**src/rtl/seg7_pkg.sv**
```systemverilog
// Shared constants for the seven-segment scan driver: active-low segment
// patterns {g,f,e,d,c,b,a} for hex digits and the all-off codes.
package seg7_pkg;

  localparam logic [6:0] SEG_OFF = 7'h7F;
  localparam logic [7:0] AN_OFF  = 8'hFF;

  localparam logic [6:0] HEX_SEG [16] = '{
    7'h40, 7'h79, 7'h24, 7'h30, 7'h19, 7'h12, 7'h02, 7'h78,
    7'h00, 7'h10, 7'h08, 7'h03, 7'h46, 7'h21, 7'h06, 7'h0E
  };

endpackage

```
**src/rtl/hex_to_seg7.sv**
```systemverilog
// Combinational hex nibble to active-low seven-segment pattern lookup.
module hex_to_seg7
  import seg7_pkg::*;
(
  input  logic [3:0] nib,
  output logic [6:0] seg
);

  assign seg = HEX_SEG[nib];

endmodule

```
**src/rtl/seg7_scan_driver.sv**
```systemverilog
// Eight-digit multiplexed hex display driver: latches a 32-bit word and
// rotates the active-low anodes one digit per REFRESH_DIV clock cycles.
module seg7_scan_driver
  import seg7_pkg::*;
#(
  parameter int REFRESH_DIV = 100000,
  parameter int DIV_W       = 17
) (
  input  logic        clk,
  input  logic        rst,
  input  logic        load,
  input  logic [31:0] din,
  input  logic [7:0]  blank,
  input  logic [7:0]  dp,
  output logic [7:0]  an,
  output logic [6:0]  seg,
  output logic        dp_n,
  output logic        tick
);

  logic [DIV_W-1:0] cnt;
  logic [2:0]       idx;
  logic [2:0]       idx_next;
  logic [31:0]      val;
  logic [7:0]       blk;
  logic [7:0]       pnt;
  logic [6:0]       seg_next;

  assign tick     = (cnt == DIV_W'(REFRESH_DIV - 1));
  assign idx_next = idx + 3'd1;

  // Decode the digit about to be selected so the outputs switch on the tick edge.
  hex_to_seg7 u_hex (
    .nib (val[{idx_next, 2'b00} +: 4]),
    .seg (seg_next)
  );

  always_ff @(posedge clk or posedge rst) begin
    if (rst) begin
      cnt <= '0;
      idx <= 3'd7;
    end else begin
      cnt <= tick ? '0 : cnt + DIV_W'(1);
      if (tick) idx <= idx_next;
    end
  end

  always_ff @(posedge clk or posedge rst) begin
    if (rst) begin
      val <= '0;
      blk <= '0;
      pnt <= '0;
    end else if (load) begin
      val <= din;
      blk <= blank;
      pnt <= dp;
    end
  end

  // Output update sees the pre-load shadow, so a coincident load waits a slot.
  always_ff @(posedge clk or posedge rst) begin
    if (rst) begin
      an   <= AN_OFF;
      seg  <= SEG_OFF;
      dp_n <= 1'b1;
    end else if (tick) begin
      if (blk[idx_next]) begin
        an   <= AN_OFF;
        seg  <= SEG_OFF;
        dp_n <= 1'b1;
      end else begin
        an   <= ~(8'b1 << idx_next);
        seg  <= seg_next;
        dp_n <= ~pnt[idx_next];
      end
    end
  end

endmodule

```
**config.mk**
```make
export PLATFORM = sky130hd
export DESIGN_NAME = seg7_scan_driver
export DESIGN_NICKNAME = d
export VERILOG_FILES = /design/src/rtl/seg7_pkg.sv /design/src/rtl/hex_to_seg7.sv /design/src/rtl/seg7_scan_driver.sv
export SDC_FILE = /design/constraint.sdc
export NUM_CORES = 1
export LEC_CHECK = 0
export ABC_AREA = 1
export CAP_MARGIN = 20
export CORE_AREA = 2 2 136 98
export DETAILED_ROUTE_END_ITERATION = 8
export DIE_AREA = 0 0 138 100
export HOLD_SLACK_MARGIN = 0.12
export MAX_ROUTING_LAYER = met4
export PLACE_DENSITY = 0.57
export SLEW_MARGIN = 25
export SYNTH_ARGS = -nofsm -noshare
export SYNTH_HDL_FRONTEND = slang
export SYNTH_SLANG_ARGS = --single-unit
```
**constraint.sdc**
```tcl
create_clock -name clk -period 3.3 [get_ports clk]
set_clock_uncertainty 0.1 [all_clocks]
set_input_delay 0.495 -clock clk [delete_from_list [all_inputs] [get_ports clk]]
set_output_delay 0.495 -clock clk [all_outputs]
set_load 0.02 [all_outputs]
```
==> results of run 1 <==
==> power groups by stage <==
stage,logic [W],clock network (W),registers (W)
2_1_floorplan,0.000148,0,0.00112
3_3_place_gp,0.000250,0,0.00112
3_5_place_dp,0.000255,0,0.00112
4_1_cts,0.000258,0.00105,0.00110
5_1_grt,0.000290,0.00110,0.00111
6_report,0.000254,0.00103,0.00110
==> worst reg2reg max path, stage by stage (launching register included) <==
cell     delay [ns]
dfstp_2        0.62
buf_4          0.27
ha_1           0.35
xor2_4         0.35
nand3_1        0.14
nand2_2        0.15
inv_1          0.09
ha_1           0.23
nand3_1        0.14
nand2_1        0.08
nand2_1        0.05
nand3_1        0.06
nand2_1        0.06
inv_1          0.04
==> area by class of cell <==
| type | count | area (um^2) | area share (%) |
|---|---|---|---|
| Inverter | 73 | 275 | 5.05 |
| Multi-Input combinational cell | 353 | 1820 | 33.3 |
| Clock inverter | 5 | 60.1 | 1.10 |
| Tap cell | 166 | 208 | 3.81 |
| Sequential cell | 84 | 2130 | 39.0 |
| Clock buffer | 11 | 243 | 4.45 |
| Timing Repair Buffer | 73 | 723 | 13.3 |
==> sequential cells by signal, indices dropped and copies added (netlist names) <==
register and flops:
cnt 17, val 32, an 8, pnt 8, idx 3, seg 7, dp_n 1, blk 8
==> layer usage <==
| metal | track usage (%) | wire length, um |
|---|---|---|
| met1 | 21.8 | 5040 |
| met2 | 25.1 | 4590 |
| met3 | 3.63 | 425 |
| met4 | 4.87 | 156 |
| met5 | - | 0 |
==> worst max path at each step <==
stage / cells after the start / from / end / slack [ns]
2_1_floorplan: 1 / rst / blk[0]$_DFFE_PP0P_ / 0.57
4_1_cts: 8 / cnt[0]$_DFF_PP0_ / tick / 0.32
6_report: 8 / cnt[0]$_DFF_PP0_ / tick / 0.34
5_1_grt: 8 / cnt[0]$_DFF_PP0_ / tick / 0.18
3_3_place_gp: 13 / idx[0]$_DFFE_PP1N_ / seg[3]$_DFFE_PP1N_ / 0.67
3_5_place_dp: 13 / idx[0]$_DFFE_PP1N_ / seg[3]$_DFFE_PP1N_ / 0.59
==> placed cells by master, fill, tap and decap left out, types with 2 or more instances in the layout <==
| cell type | count |
|---|---|
| nor2_1 | 40 |
| o21ai_0 | 48 |
| nand2_2 | 2 |
| clkinv_2 | 2 |
| inv_2 | 2 |
| nand4_1 | 4 |
| a21oi_1 | 21 |
| mux2_2 | 12 |
| buf_4 | 5 |
| ha_1 | 12 |
| nand2_1 | 140 |
| nor3b_1 | 2 |
| clkdlybuf4s50_1 | 66 |
| clkbuf_16 | 9 |
| or2_2 | 4 |
| nor3_1 | 6 |
| xor2_1 | 6 |
| dfrtp_1 | 65 |
| inv_1 | 70 |
| dfstp_2 | 19 |
| nand3_1 | 46 |
==> cell families (layout without fill, tap and decap cells) <==
group,after synthesis,after routing,synth area share [%]
buffers and inverters,92,162,8.19
AO/OA/AOI/OAI,73,73,8.74
adder cells (fa/ha/maj),12,12,3.50
flip-flops,84,84,49.5
AND/OR/NAND/NOR,248,248,24.7
XOR/XNOR,8,8,2.24
multiplexers,12,12,3.15
==> synthesized netlist by cell type <==
cell / instances / area [um^2]
nand2_1: 140 / 526
inv_1: 71 / 267
dfrtp_1: 65 / 1630
o21ai_0: 48 / 240
nand3_1: 46 / 230
nor2_1: 40 / 150
a21oi_1: 21 / 105
dfstp_2: 19 / 499
clkbuf_1: 13 / 48.8
ha_1: 12 / 150
mux2_2: 12 / 135
nor3_1: 6 / 30.0
xor2_1: 6 / 52.6
buf_2: 5 / 25.0
nand4_1: 4 / 25.0
or2_2: 4 / 25.0
inv_2: 2 / 7.51
nand2_2: 2 / 12.5
nor3b_1: 2 / 15.0
a21oi_2: 1 / 8.76
a31oi_1: 1 / 6.26
buf_1: 1 / 3.75
nand2_4: 1 / 11.3
nand3_2: 1 / 10.0
nand3_4: 1 / 17.5
nand3b_1: 1 / 7.51
o21ai_2: 1 / 8.76
o22ai_1: 1 / 6.26
xnor2_2: 1 / 16.3
xor2_4: 1 / 27.5
==> stage by stage <==
| stage | std cells | hold slack [ns] | util (%) |
|---|---|---|---|
| 2_1_floorplan | 529 | 0.333 | - |
| 3_3_place_gp | 749 | 0.350 | 40.5 |
| 3_5_place_dp | 749 | 0.359 | 40.5 |
| 4_1_cts | 765 | 0.368 | 42.9 |
| 5_1_grt | 765 | 0.380 | 42.9 |
| 6_report | 765 | 0.363 | 42.9 |
==> results.toml, run 1 <==
[critical_path]
worstPathCellList = "ha_1 -> nand2_1 -> nor2_1 -> inv_1 -> nor2_1 -> nand2_1 -> inv_1 -> clkdlybuf4s50_1"
rrSetupSlack_ns = 0.53
r2r_cells = 13
worstPathMaxFanout = 13
worstPathRequired_ns = 2.70
startpoint_type = "register"
max_stage_delay_ns = 0.61
critPathBufInv = 3
crit_family = "buffers and inverters"
worstSetupPathType = "reg2out"
r2r_start = "idx[0]$_DFFE_PP1N_"
crit_arrival_ns = 2.36
cp_slowest_cell = "clkdlybuf4s50_1"
r2r-end = "seg[3]$_DFFE_PP1N_"
cp-end-kind = "output pin"

[placed_design]
preCtsSetupSlack_ns = 0.589
dpl-instance-area_mm2 = 0.00515
io_buffers = 67
dpl.hpwl_um = 7370
place.gp.congestion = 0.948

[layout]
layout.nets = 657
stdcell_area_mm2 = 0.00545
drive_gt1_share_pct = 11.5
fill_cells = 1262
diodes = 0
syn_to_final_growth_pct = 27.0

[route]
first_iter_violations = 249
routed_wl_um = 10200
first_pass_iters = 6
ant_nets = 0
vias = 3618
wire_per_inst_um = 13.4
routed_via_density = 4.73
drc = 0

[power_and_ir_drop]
switching_share_pct = 24.2
p_per_area_mw_per_mm2 = 438
pwr-share-comb_pct = 10.7
p_leak_nw = 2.55
p_switching_w = 0.000579
power_frac_clock_pct = 43.1
p_seq_share_pct = 46.2
power_w = 0.00239
peakVddDrop_mv = 0.254
internal_power_w = 0.00181

[timing]
min_period_over_period_pct = 89.6
max_slew.worst_pin.slew_ns = 0.600
fin_crit_ns = 2.96
rsz0062_at_grt = "no"
max_slew_margin_pct = 60.0
tns_ns = 0
fmax_mhz = 338
drv_slew = 0
hold_violations = 0
worst_slack_ns = 0.344
setup_viol = 0

[global_route]
antenna_found_initial = 0
overflow = 0
grt_max_degree = 85
grt_pass1_wl_um = 17500
grtUsageTotal_pct = 16.3
grt_pass1_vias = 3541

[min_path]
worstHoldStart = "cnt[0]$_DFF_PP0_"
min_to = "cnt[0]$_DFF_PP0_"
hold_depth = 1
hp-class = "reg2reg"

[clock_tree]
cts_sinks = 84
cts-buffers-inserted = 9
cts_resized = 0
clk_latency_ns = 0.34
path_clk_slew_ns = 0.06
postCtsSetupRepairBufs = 0
clockBufferDepth = 2
hold_buffers = 0
cts_tree = "done"
htree_num_levels = 3
root_buffer = "clkbuf_16"

[run]
maxCapViolations = 0

[floorplanning]
design.die.area_mm2 = 0.0138
io_pins = 68
core_mm2 = 0.0127
start_util_pct = 33.8
num_rows = 35
die_h_um = 100
die_w_um = 138

[logic_synthesis]
postSynthCellCount = 529
synthesis.area_mm2 = 0.00429
syn_nets = 592
syn_area_per_cell_um2 = 8.12
yosys_warnings = 0
yosysSeqAreaShare_pct = 49.5
synth_seq_cells = 84
ys_types = 30

[run_status]
status = "finished, final reports clean"
Power figures use the tool's default switching activity.
==> run 2, diff against run 1 <==
- DONT_BUFFER_PORTS: unset -> 1
- PLACE_DENSITY: 0.57 -> 0.5
- clock period: 3.3 -> 2.9 ns (I/O delays scaled with it)
==> results.toml, run 2 (synthesis gave the netlist of run 1 again) <==
[floorplanning]
die_w_um = 138
die_h_um = 100
num_rows = 35
design.die.area_mm2 = 0.0138
io_pins = 68
start_util_pct = 33.8
core_mm2 = 0.0127

[route]
drc = 0
ant_nets = 0
first_iter_violations = 209
wire_per_inst_um = 14.6
routed_via_density = 4.69
routed_wl_um = 10400
vias = 3352
first_pass_iters = 4

[clock_tree]
root_buffer = "clkbuf_16"
cts_tree = "done"
path_clk_slew_ns = 0.06
clockBufferDepth = 2
cts_resized = 0
cts-buffers-inserted = 9
clk_latency_ns = 0.34
cts_sinks = 84
htree_num_levels = 3
postCtsSetupRepairBufs = 0

[layout]
mostFrequentLayoutCells = "140 x nand2_1, 70 x inv_1, 65 x dfrtp_1, 48 x o21ai_0, 46 x nand3_1"
regMostFlops = "val"
reg.largest.list = "val (32), cnt (17)"
drive_gt1_share_pct = 12.8
layout.nets = 607
final_core_util_pct = 39.2
final_cell_count_no_fill = 714
syn_to_final_growth_pct = 15.9
final_common_cell = "nand2_1"
diodes = 0
largest_register_ffs = 32

[min_path]
worstHoldStart = "load"
hp-class = "in2reg"
hold_depth = 2
min_to = "val[15]$_DFFE_PP0P_"

[global_route]
antenna_found_initial = 0
overflow = 0
grtUsageTotal_pct = 16.6
grt_pass1_wl_um = 17600
grt_max_degree = 45
grt_pass1_vias = 3419

[critical_path]
worstPathRequired_ns = 3.07
cp-end-kind = "register"
worstPathCellList = "inv_1 -> ha_1 -> buf_4 -> nand3_1 -> nand3_1 -> nand2_2 -> inv_1 -> ha_1 -> nand3_1 -> o21ai_0 -> nand2_1 -> a21oi_1"
crit_arrival_ns = 2.62
startpoint_type = "register"
cpMostUsedCell = "nand3_1"
r2r_start = "idx[1]$_DFFE_PP1N_"
worstSetupPathType = "reg2reg"
worstPathMaxFanout = 12
max_stage_delay_ns = 0.57
crit_start = "idx[1]$_DFFE_PP1N_"
r2r_cells = 12
cp_slowest_cell = "dfstp_2"
r2r-end = "seg[5]$_DFFE_PP1N_"
rrSetupSlack_ns = 0.44

[timing]
max_slew.worst_pin.slew_ns = 0.783
drv_slew = 0
max_slew_margin_pct = 47.8
setup_viol = 0
rsz0062_at_grt = "no"
fin_crit_ns = 2.46
hold_violations = 0
min_period_over_period_pct = 84.8
tns_ns = 0
hold_slack_ns = 0.131
fmax_mhz = 407

[run]
maxCapViolations = 0

[placed_design]
dpl.cell_count = 684
place.gp.congestion = 0.882
io_buffers = 0
dpl.hpwl_um = 7380

[run_status]
status = "finished, final reports clean"

[power_and_ir_drop]
p_leak_nw = 2.38
peakVddDrop_mv = 0.263
p_per_area_mw_per_mm2 = 546
==> run 2: layout make-up <==
class,instances,area [um^2]
sequential,84,2130
clock buffer,11,243
clock inverter,4,73.8
tap,166,208
multi-input combinational,353,1820
inverter,73,275
fill,1335,7720
timing repair buffer,23,233
==> run 2: metal layers <==
metal / GRT usage [%] / routed length, um / up-vias
met5: - / 0 / -
met4: 4.87 / 136 / 0
met3: 4.20 / 481 / 13
met2: 23.9 / 4380 / 80
met1: 23.3 / 5430 / 1559
li1: - / - / 1700
==> run 2: critical path, delay by kind of cell, from the launching register on <==
kind,cells,cell delay [ns]
compound gates,2,0.25
fa+ha+maj,2,0.47
buf+inv,3,0.40
flops,1,0.57
simple gates,5,0.60
==> run 2: worst max path at each step <==
stage	to	slack [ns]	cells past startpoint
3_3_place_gp	seg[3]$_DFFE_PP1N_	0.52	12
6_report	seg[5]$_DFFE_PP1N_	0.44	12
4_1_cts	seg[0]$_DFFE_PP1N_	0.44	14
2_1_floorplan	seg[3]$_DFFE_PP1N_	0.19	15
5_1_grt	seg[0]$_DFFE_PP1N_	0.20	14
3_5_place_dp	seg[0]$_DFFE_PP1N_	0.46	14
==> run 2: power breakdown <==
group / switching, W / internal [W] / total, W
combinational: 0.000142 / 0.0000874 / 0.000230
sequential: 0.0000204 / 0.00123 / 0.00126
clock: 0.000459 / 0.000774 / 0.00123
total: 0.000622 / 0.00210 / 0.00272
==> run 2: repair_timing <==
action,CTS,global route
endpoints found under the hold margin,59,0
endpoints found under the setup margin,0,0
hold buffers,15,0
==> run 2: through the flow <==
stage	cell area, um^2	power (W)	setup slack, ns
after floorplan	4290	0.00144	0.188
after global placement	4500	0.00148	0.524
final	4970	0.00272	0.442
after CTS	4970	0.00276	0.441
after global routing	4970	0.00285	0.203
after detailed placement	4500	0.00148	0.465
